### config.mk
export PLATFORM = sky130hd
export DESIGN_NAME = rf_write_arbiter
export DESIGN_NICKNAME = d
export VERILOG_FILES = /design/src/rtl/rf_arb_pkg.sv /design/src/rtl/rf_arb_hold.sv /design/src/rtl/rf_write_arbiter.sv
export SDC_FILE = /design/constraint.sdc
export NUM_CORES = 1
export LEC_CHECK = 0
export CAP_MARGIN = 20
export CORE_MARGIN = 2
export CORE_UTILIZATION = 35
export CTS_CLUSTER_DIAMETER = 150
export DETAILED_ROUTE_END_ITERATION = 16
export DONT_BUFFER_PORTS = 1
export GPL_TIMING_DRIVEN = 0
export PLACE_DENSITY = 0.52
export SYNTH_ARGS = -nofsm -noshare
export SYNTH_HDL_FRONTEND = slang
export SYNTH_SLANG_ARGS = --single-unit
### constraint.sdc
create_clock -name clk -period 2.1 [get_ports clk]
set_clock_uncertainty 0.15 [all_clocks]
set_input_delay 0.315 -clock clk [delete_from_list [all_inputs] [get_ports clk]]
set_output_delay 0.315 -clock clk [all_outputs]
set_load 0.01 [all_outputs]
### src/rtl/rf_arb_pkg.sv
// Shared types and constants for the register-file write arbiter and the register file.
package rf_arb_pkg;
    typedef enum logic {
        CLEAR = 1'b0,
        RUN   = 1'b1
    } arb_state_t;

    localparam int RF_AW         = 5;
    localparam int RF_DW         = 32;
    localparam int RF_NREG       = 32;
    localparam int RF_R0         = 0;
    localparam int RF_STARVE_MAX = 8;
endpackage

### src/rtl/rf_arb_hold.sv
// One-entry holding buffer for long-latency results: handshake, WAW discard and starvation timer.
module rf_arb_hold
    import rf_arb_pkg::*;
#(
    parameter int AW         = RF_AW,
    parameter int DW         = RF_DW,
    parameter int STARVE_MAX = RF_STARVE_MAX
) (
    input  logic          clk,
    input  logic          rstn,
    input  logic          run,
    input  logic          pipe_req,
    input  logic [AW-1:0] pipe_waddr,
    input  logic          lu_valid,
    input  logic [AW-1:0] lu_waddr,
    input  logic [DW-1:0] lu_wdata,
    output logic          lu_ready,
    output logic          hold_v,
    output logic [AW-1:0] hold_addr,
    output logic [DW-1:0] hold_data,
    output logic          stall_req
);
    logic [7:0] wait_cnt;
    logic       drain;
    logic       waw_hit;
    logic       accept;

    assign lu_ready  = run & ~hold_v;
    assign drain     = hold_v & ~pipe_req;
    // a newer pipeline write to the same register supersedes the buffered one
    assign waw_hit   = hold_v & pipe_req & (pipe_waddr == hold_addr);
    assign accept    = lu_valid & lu_ready & (lu_waddr != AW'(RF_R0));
    assign stall_req = hold_v & (wait_cnt == 8'(STARVE_MAX));

    always_ff @(posedge clk or negedge rstn) begin
        if (!rstn) begin
            hold_v    <= 1'b0;
            hold_addr <= '0;
            hold_data <= '0;
            wait_cnt  <= '0;
        end else begin
            if (drain || waw_hit) begin
                hold_v <= 1'b0;
            end else if (accept) begin
                hold_v    <= 1'b1;
                hold_addr <= lu_waddr;
                hold_data <= lu_wdata;
            end

            if (!hold_v || drain || waw_hit) begin
                wait_cnt <= '0;
            end else if (wait_cnt != 8'(STARVE_MAX)) begin
                wait_cnt <= wait_cnt + 8'd1;
            end
        end
    end
endmodule

### src/rtl/rf_write_arbiter.sv
// Register-file write-port owner: post-reset clear of r1..NREG-1, then pipeline/long-latency arbitration.
//   state | meaning
//   CLEAR | writing zero to r clr_cnt, pipeline held off via busy
//   RUN   | pipeline write-back first, buffered lu write when the pipe is idle
module rf_write_arbiter
    import rf_arb_pkg::*;
#(
    parameter int AW         = RF_AW,
    parameter int DW         = RF_DW,
    parameter int NREG       = RF_NREG,
    parameter bit CLR_EN     = 1'b1,
    parameter int STARVE_MAX = RF_STARVE_MAX
) (
    input  logic          clk,
    input  logic          rstn,
    input  logic          pipe_we,
    input  logic [AW-1:0] pipe_waddr,
    input  logic [DW-1:0] pipe_wdata,
    input  logic          lu_valid,
    output logic          lu_ready,
    input  logic [AW-1:0] lu_waddr,
    input  logic [DW-1:0] lu_wdata,
    output logic          rf_we,
    output logic [AW-1:0] rf_waddr,
    output logic [DW-1:0] rf_wdata,
    output logic          busy,
    output logic          pend_v,
    output logic [AW-1:0] pend_addr,
    output logic [DW-1:0] pend_data,
    output logic          stall_req
);
    arb_state_t    state;
    logic [AW-1:0] clr_cnt;
    logic          run;
    logic          pipe_req;
    logic          hold_v;
    logic [AW-1:0] hold_addr;
    logic [DW-1:0] hold_data;

    assign run       = (state == RUN);
    assign busy      = (state == CLEAR);
    assign pipe_req  = run & pipe_we & (pipe_waddr != AW'(RF_R0));
    assign pend_v    = hold_v;
    assign pend_addr = hold_addr;
    assign pend_data = hold_data;

    always_ff @(posedge clk or negedge rstn) begin
        if (!rstn) begin
            state   <= CLR_EN ? CLEAR : RUN;
            clr_cnt <= AW'(1);
        end else if (state == CLEAR) begin
            clr_cnt <= clr_cnt + AW'(1);
            if (clr_cnt == AW'(NREG - 1)) begin
                state <= RUN;
            end
        end
    end

    always_comb begin
        rf_we    = 1'b0;
        rf_waddr = '0;
        rf_wdata = '0;
        if (state == CLEAR) begin
            rf_we    = 1'b1;
            rf_waddr = clr_cnt;
        end else if (pipe_req) begin
            rf_we    = 1'b1;
            rf_waddr = pipe_waddr;
            rf_wdata = pipe_wdata;
        end else if (hold_v) begin
            rf_we    = 1'b1;
            rf_waddr = hold_addr;
            rf_wdata = hold_data;
        end
    end

    rf_arb_hold #(
        .AW         (AW),
        .DW         (DW),
        .STARVE_MAX (STARVE_MAX)
    ) u_hold (
        .clk        (clk),
        .rstn       (rstn),
        .run        (run),
        .pipe_req   (pipe_req),
        .pipe_waddr (pipe_waddr),
        .lu_valid   (lu_valid),
        .lu_waddr   (lu_waddr),
        .lu_wdata   (lu_wdata),
        .lu_ready   (lu_ready),
        .hold_v     (hold_v),
        .hold_addr  (hold_addr),
        .hold_data  (hold_data),
        .stall_req  (stall_req)
    );

    // the pipeline must respect busy; the lu must respect lu_ready
    a_no_req_in_clear: assert property (@(posedge clk) disable iff (!rstn)
        (state == CLEAR) |-> !(pipe_we || lu_valid));
    a_lu_stable: assert property (@(posedge clk) disable iff (!rstn)
        (lu_valid && !lu_ready) |=> (lu_valid && $stable(lu_waddr) && $stable(lu_wdata)));
    a_no_r0_write: assert property (@(posedge clk) disable iff (!rstn)
        (state == RUN && rf_we) |-> (rf_waddr != AW'(RF_R0)));
endmodule

==> impl_results.md <==
- Initial antenna violation count: 0
- Final Power: 0.002937 W
- Pin count of the biggest net entering global routing: 53
- Crit path max fanout: 10
- Number of H-tree levels: 2
- Final wirelength: 6660 microns
- Max_slew headroom: 46.82%
- DIE WIDTH: 90.46 microns
- Drt wl/cell: 19.76 microns
- Final hold violation count: 0
- Maxcap violations: 0
- Dpl hpwl: 4447 microns
- DRT met1 WL: 2815 microns
- Final setup vio count: 37
- Drc violations: 0
- Register area share after synthesis: 49.78%
- CP endpoint kind: output port
- Core ar.: 7253 sq um
- All-Layer GR Usage: 14.54%
- Routability cong.: 0.7675
- Worst min path class: in -> reg
- Crit path launch type: primary input
- Met2 wire len: 3318 microns
- Iter 0 DRT Violations: 58
- Fill count: 692
- Number of port buffers: 0
- Most used cell, CP: buf_12
- Clk Latency, worst-skew pair: 290 ps
- Yosys top cell by area: dfrtp_1
- Worst-path clk slew: 90 ps
- Cells after Synth: 206
- Non-Filler Instances: 337
- First-pass GRT wire length: 9522 microns
- Outcome: finished, violations left
- Post-synth top area share: 48.78%
- Peak supply drop: 0.0004085 V
- Final worst slack: -142.9 ps
- Die Y: 90.46 microns
- Least-Margin Pin Slew: 796.8 ps
- Most common cell in the netlist: dfrtp_1
- WP data required: 1630 ps
- NumNets Final: 319
- CP max stage delay: 510 ps
- Mean post-synth cell area: 12.70 sq um
- Reg2reg setup slack: 10 ps
- Maximum root-to-sink buffer count: 2
- Antenna-violating nets left: 0
- CTS tree: built
- Commonest cells post-synth: dfrtp_1 (51), mux2_2 (39), a22o_1 (32)
- Die area: 8183 sq um
- Highest-delay cell along the critical path: or4_4
- Area of the mapped netlist: 2616 sq um
- Total grt overflow: 0
- Vias in the first global route: 1796
- Top Metal Used: met4
- CTS Buf Count: 5
- Period minus WS final: 2243 ps
- DR pass1 iterations: 4
- Ys Warns: 0
- Unrepaired setup endpoints after global routing: true
- Met3 Wirelength: 467 microns
- TritonCTS Sinks: 52
- CP cell instances: or4_4 > o21a_4 > nor3_4 > buf_12 > buf_12 > a22o_4
- Vias per std cell: 5.507
- Leak Pwr: 1.492 nW
- Cell Rows: 31
- CP Class: in -> out
- Period utilization: 106.8%
- Power per cell area: 865.0 nW/um^2
- Vias: 1856
- Failing checks: negative setup slack
- Ant. Diodes: 0
- Distinct cells, synth: 33
- Post-synthesis register bit count: 52
- Initial Utilization: 36.07%
- Synth Net Count: 288
- Post-synth EDFFs: 0
- Share of cells above drive strength 1: 42.86%
- Layout area overhead: 29.79%
- CTS root buffer: clkbuf_8
- Slew Viols, Final: 0
- Top FF cell, synth: dfrtp_1
- Max Clock Freq: 445.9 MHz
- Ys async rst share: 100.0%
- Synth area leaders: dfrtp_1 (49%), mux2_2 (17%), a22o_1 (11%), xnor2_1 (3.0%), buf_6 (2.6%)
- Placed cell count: 305
- IO Pins: 157
- CP Data Arrival Time: 1780 ps
report_power, final:
| group | internal (W) | switching (W) | leakage [nW] |
|---|---|---|---|
| Sequential | 0.00121 | 0.000349 | 0.628 |
| Clock | 0.000270 | 0.000317 | 0.0455 |
| Combinational | 0.000473 | 0.000321 | 0.819 |
critical path, delay by kind of cell:
kind / cells / cell delay [ps]
simple gates: 2 / 750
buf+inv: 2 / 310
compound gates: 2 / 380
final timing paths:
check | startpoint | endpoint | cells past startpoint
max | pipe_waddr[4] | rf_wdata[10] | 6
min | lu_wdata[12] | u_hold.hold_data[12]$_DFFE_PN0P_ | 1
max reg2reg | run$_DFF_PN0_ | u_hold.hold_addr[4]$_DFFE_PN0P_ | 6
min reg2reg | clr_cnt[0]$_DFFE_PN1N_ | clr_cnt[0]$_DFFE_PN1N_ | 1
max in group asynchronous | rstn | clr_cnt[0]$_DFFE_PN1N_ | 2
min in group asynchronous | rstn | u_hold.hold_data[24]$_DFFE_PN0P_ | 2
cells by family (layout without fill, tap and decap cells):
family	count (synthesis)	count (layout)	synth area share [%]
DFF	52	52	49.78
AOI/OAI and AO/OA	41	41	13.68
muxes	40	40	17.17
and+or+nand+nor	39	39	8.323
buffers and inverters	16	48	4.447
xor gates and xnor gates	14	14	4.687
adders and majority gates	4	4	1.913
final cells by class:
type | instances | area [sq um] | share of cell area, %
Timing Repair Buffer | 26 | 281.5 | 8.290
Tap cell | 99 | 123.9 | 3.648
Buffer | 10 | 106.4 | 3.132
Multi-Input combinational cell | 138 | 1474 | 43.40
Sequential cell | 52 | 1304 | 38.39
Inverter | 4 | 16.27 | 0.4790
Clock buffer | 8 | 90.09 | 2.653
placed cells by master, fill, tap and decap left out, types with 2 or more instances in the layout:
cell type      netlist  layout
nor2_1              10       9
xor2_1               5       5
dlygate4sd3_1        0      17
buf_12               0       3
a221o_1              4       4
inv_1                3       3
clkbuf_1             1       3
clkbuf_8             0       6
dfrtp_1             51      50
mux2_2              39      39
a22o_4               0      29
nand2_1              3       3
and3_1               8       8
xnor2_1              9       9
a22o_1              32       3
buf_2                3       2
ha_1                 4       4
buf_4                2       6
nand3_1              8       8
buf_6                6       5
routing by layer:
layer | global-route usage, % | vias to the layer above
li1 | - | 822
met1 | 18.55 | 937
met2 | 24.25 | 92
met3 | 3.840 | 5
met4 | 4.231 | 0
met5 | 0 | -
through the flow:
stage	worst slack [ps]	hold WS [ps]	instance area, sq um	setup TNS [ps]	utilization (%)
6_report	-142.9	13.65	3396	-4041	46.82
5_1_grt	-205.4	-1.501	3396	-7775	46.82
4_1_cts	-118.5	0.2054	3039	-2845	41.90
3_5_place_dp	-404.1	-129.5	2740	-16860	37.78
3_3_place_gp	-377.6	-128.8	2740	-15850	37.78
2_1_floorplan	-72.92	-130.6	2616	-2188	-
sequential cells by signal (all words and copies together), names as in the netlist:
signal            cells
clr_cnt               5
run                   1
u_hold.hold_addr      5
u_hold.hold_data     32
u_hold.hold_v         1
u_hold.wait_cnt       8
repair_timing:
action                     in CTS  in global routing
setup buffers                   6                  3
setup endpoints to repair      57                 57
hold buffers                   10                  8
hold endpoints to repair       60                  8
resized for setup              13                 34
pin swaps                      22                 12
No activity file was read; power rests on OpenSTA's default activity.
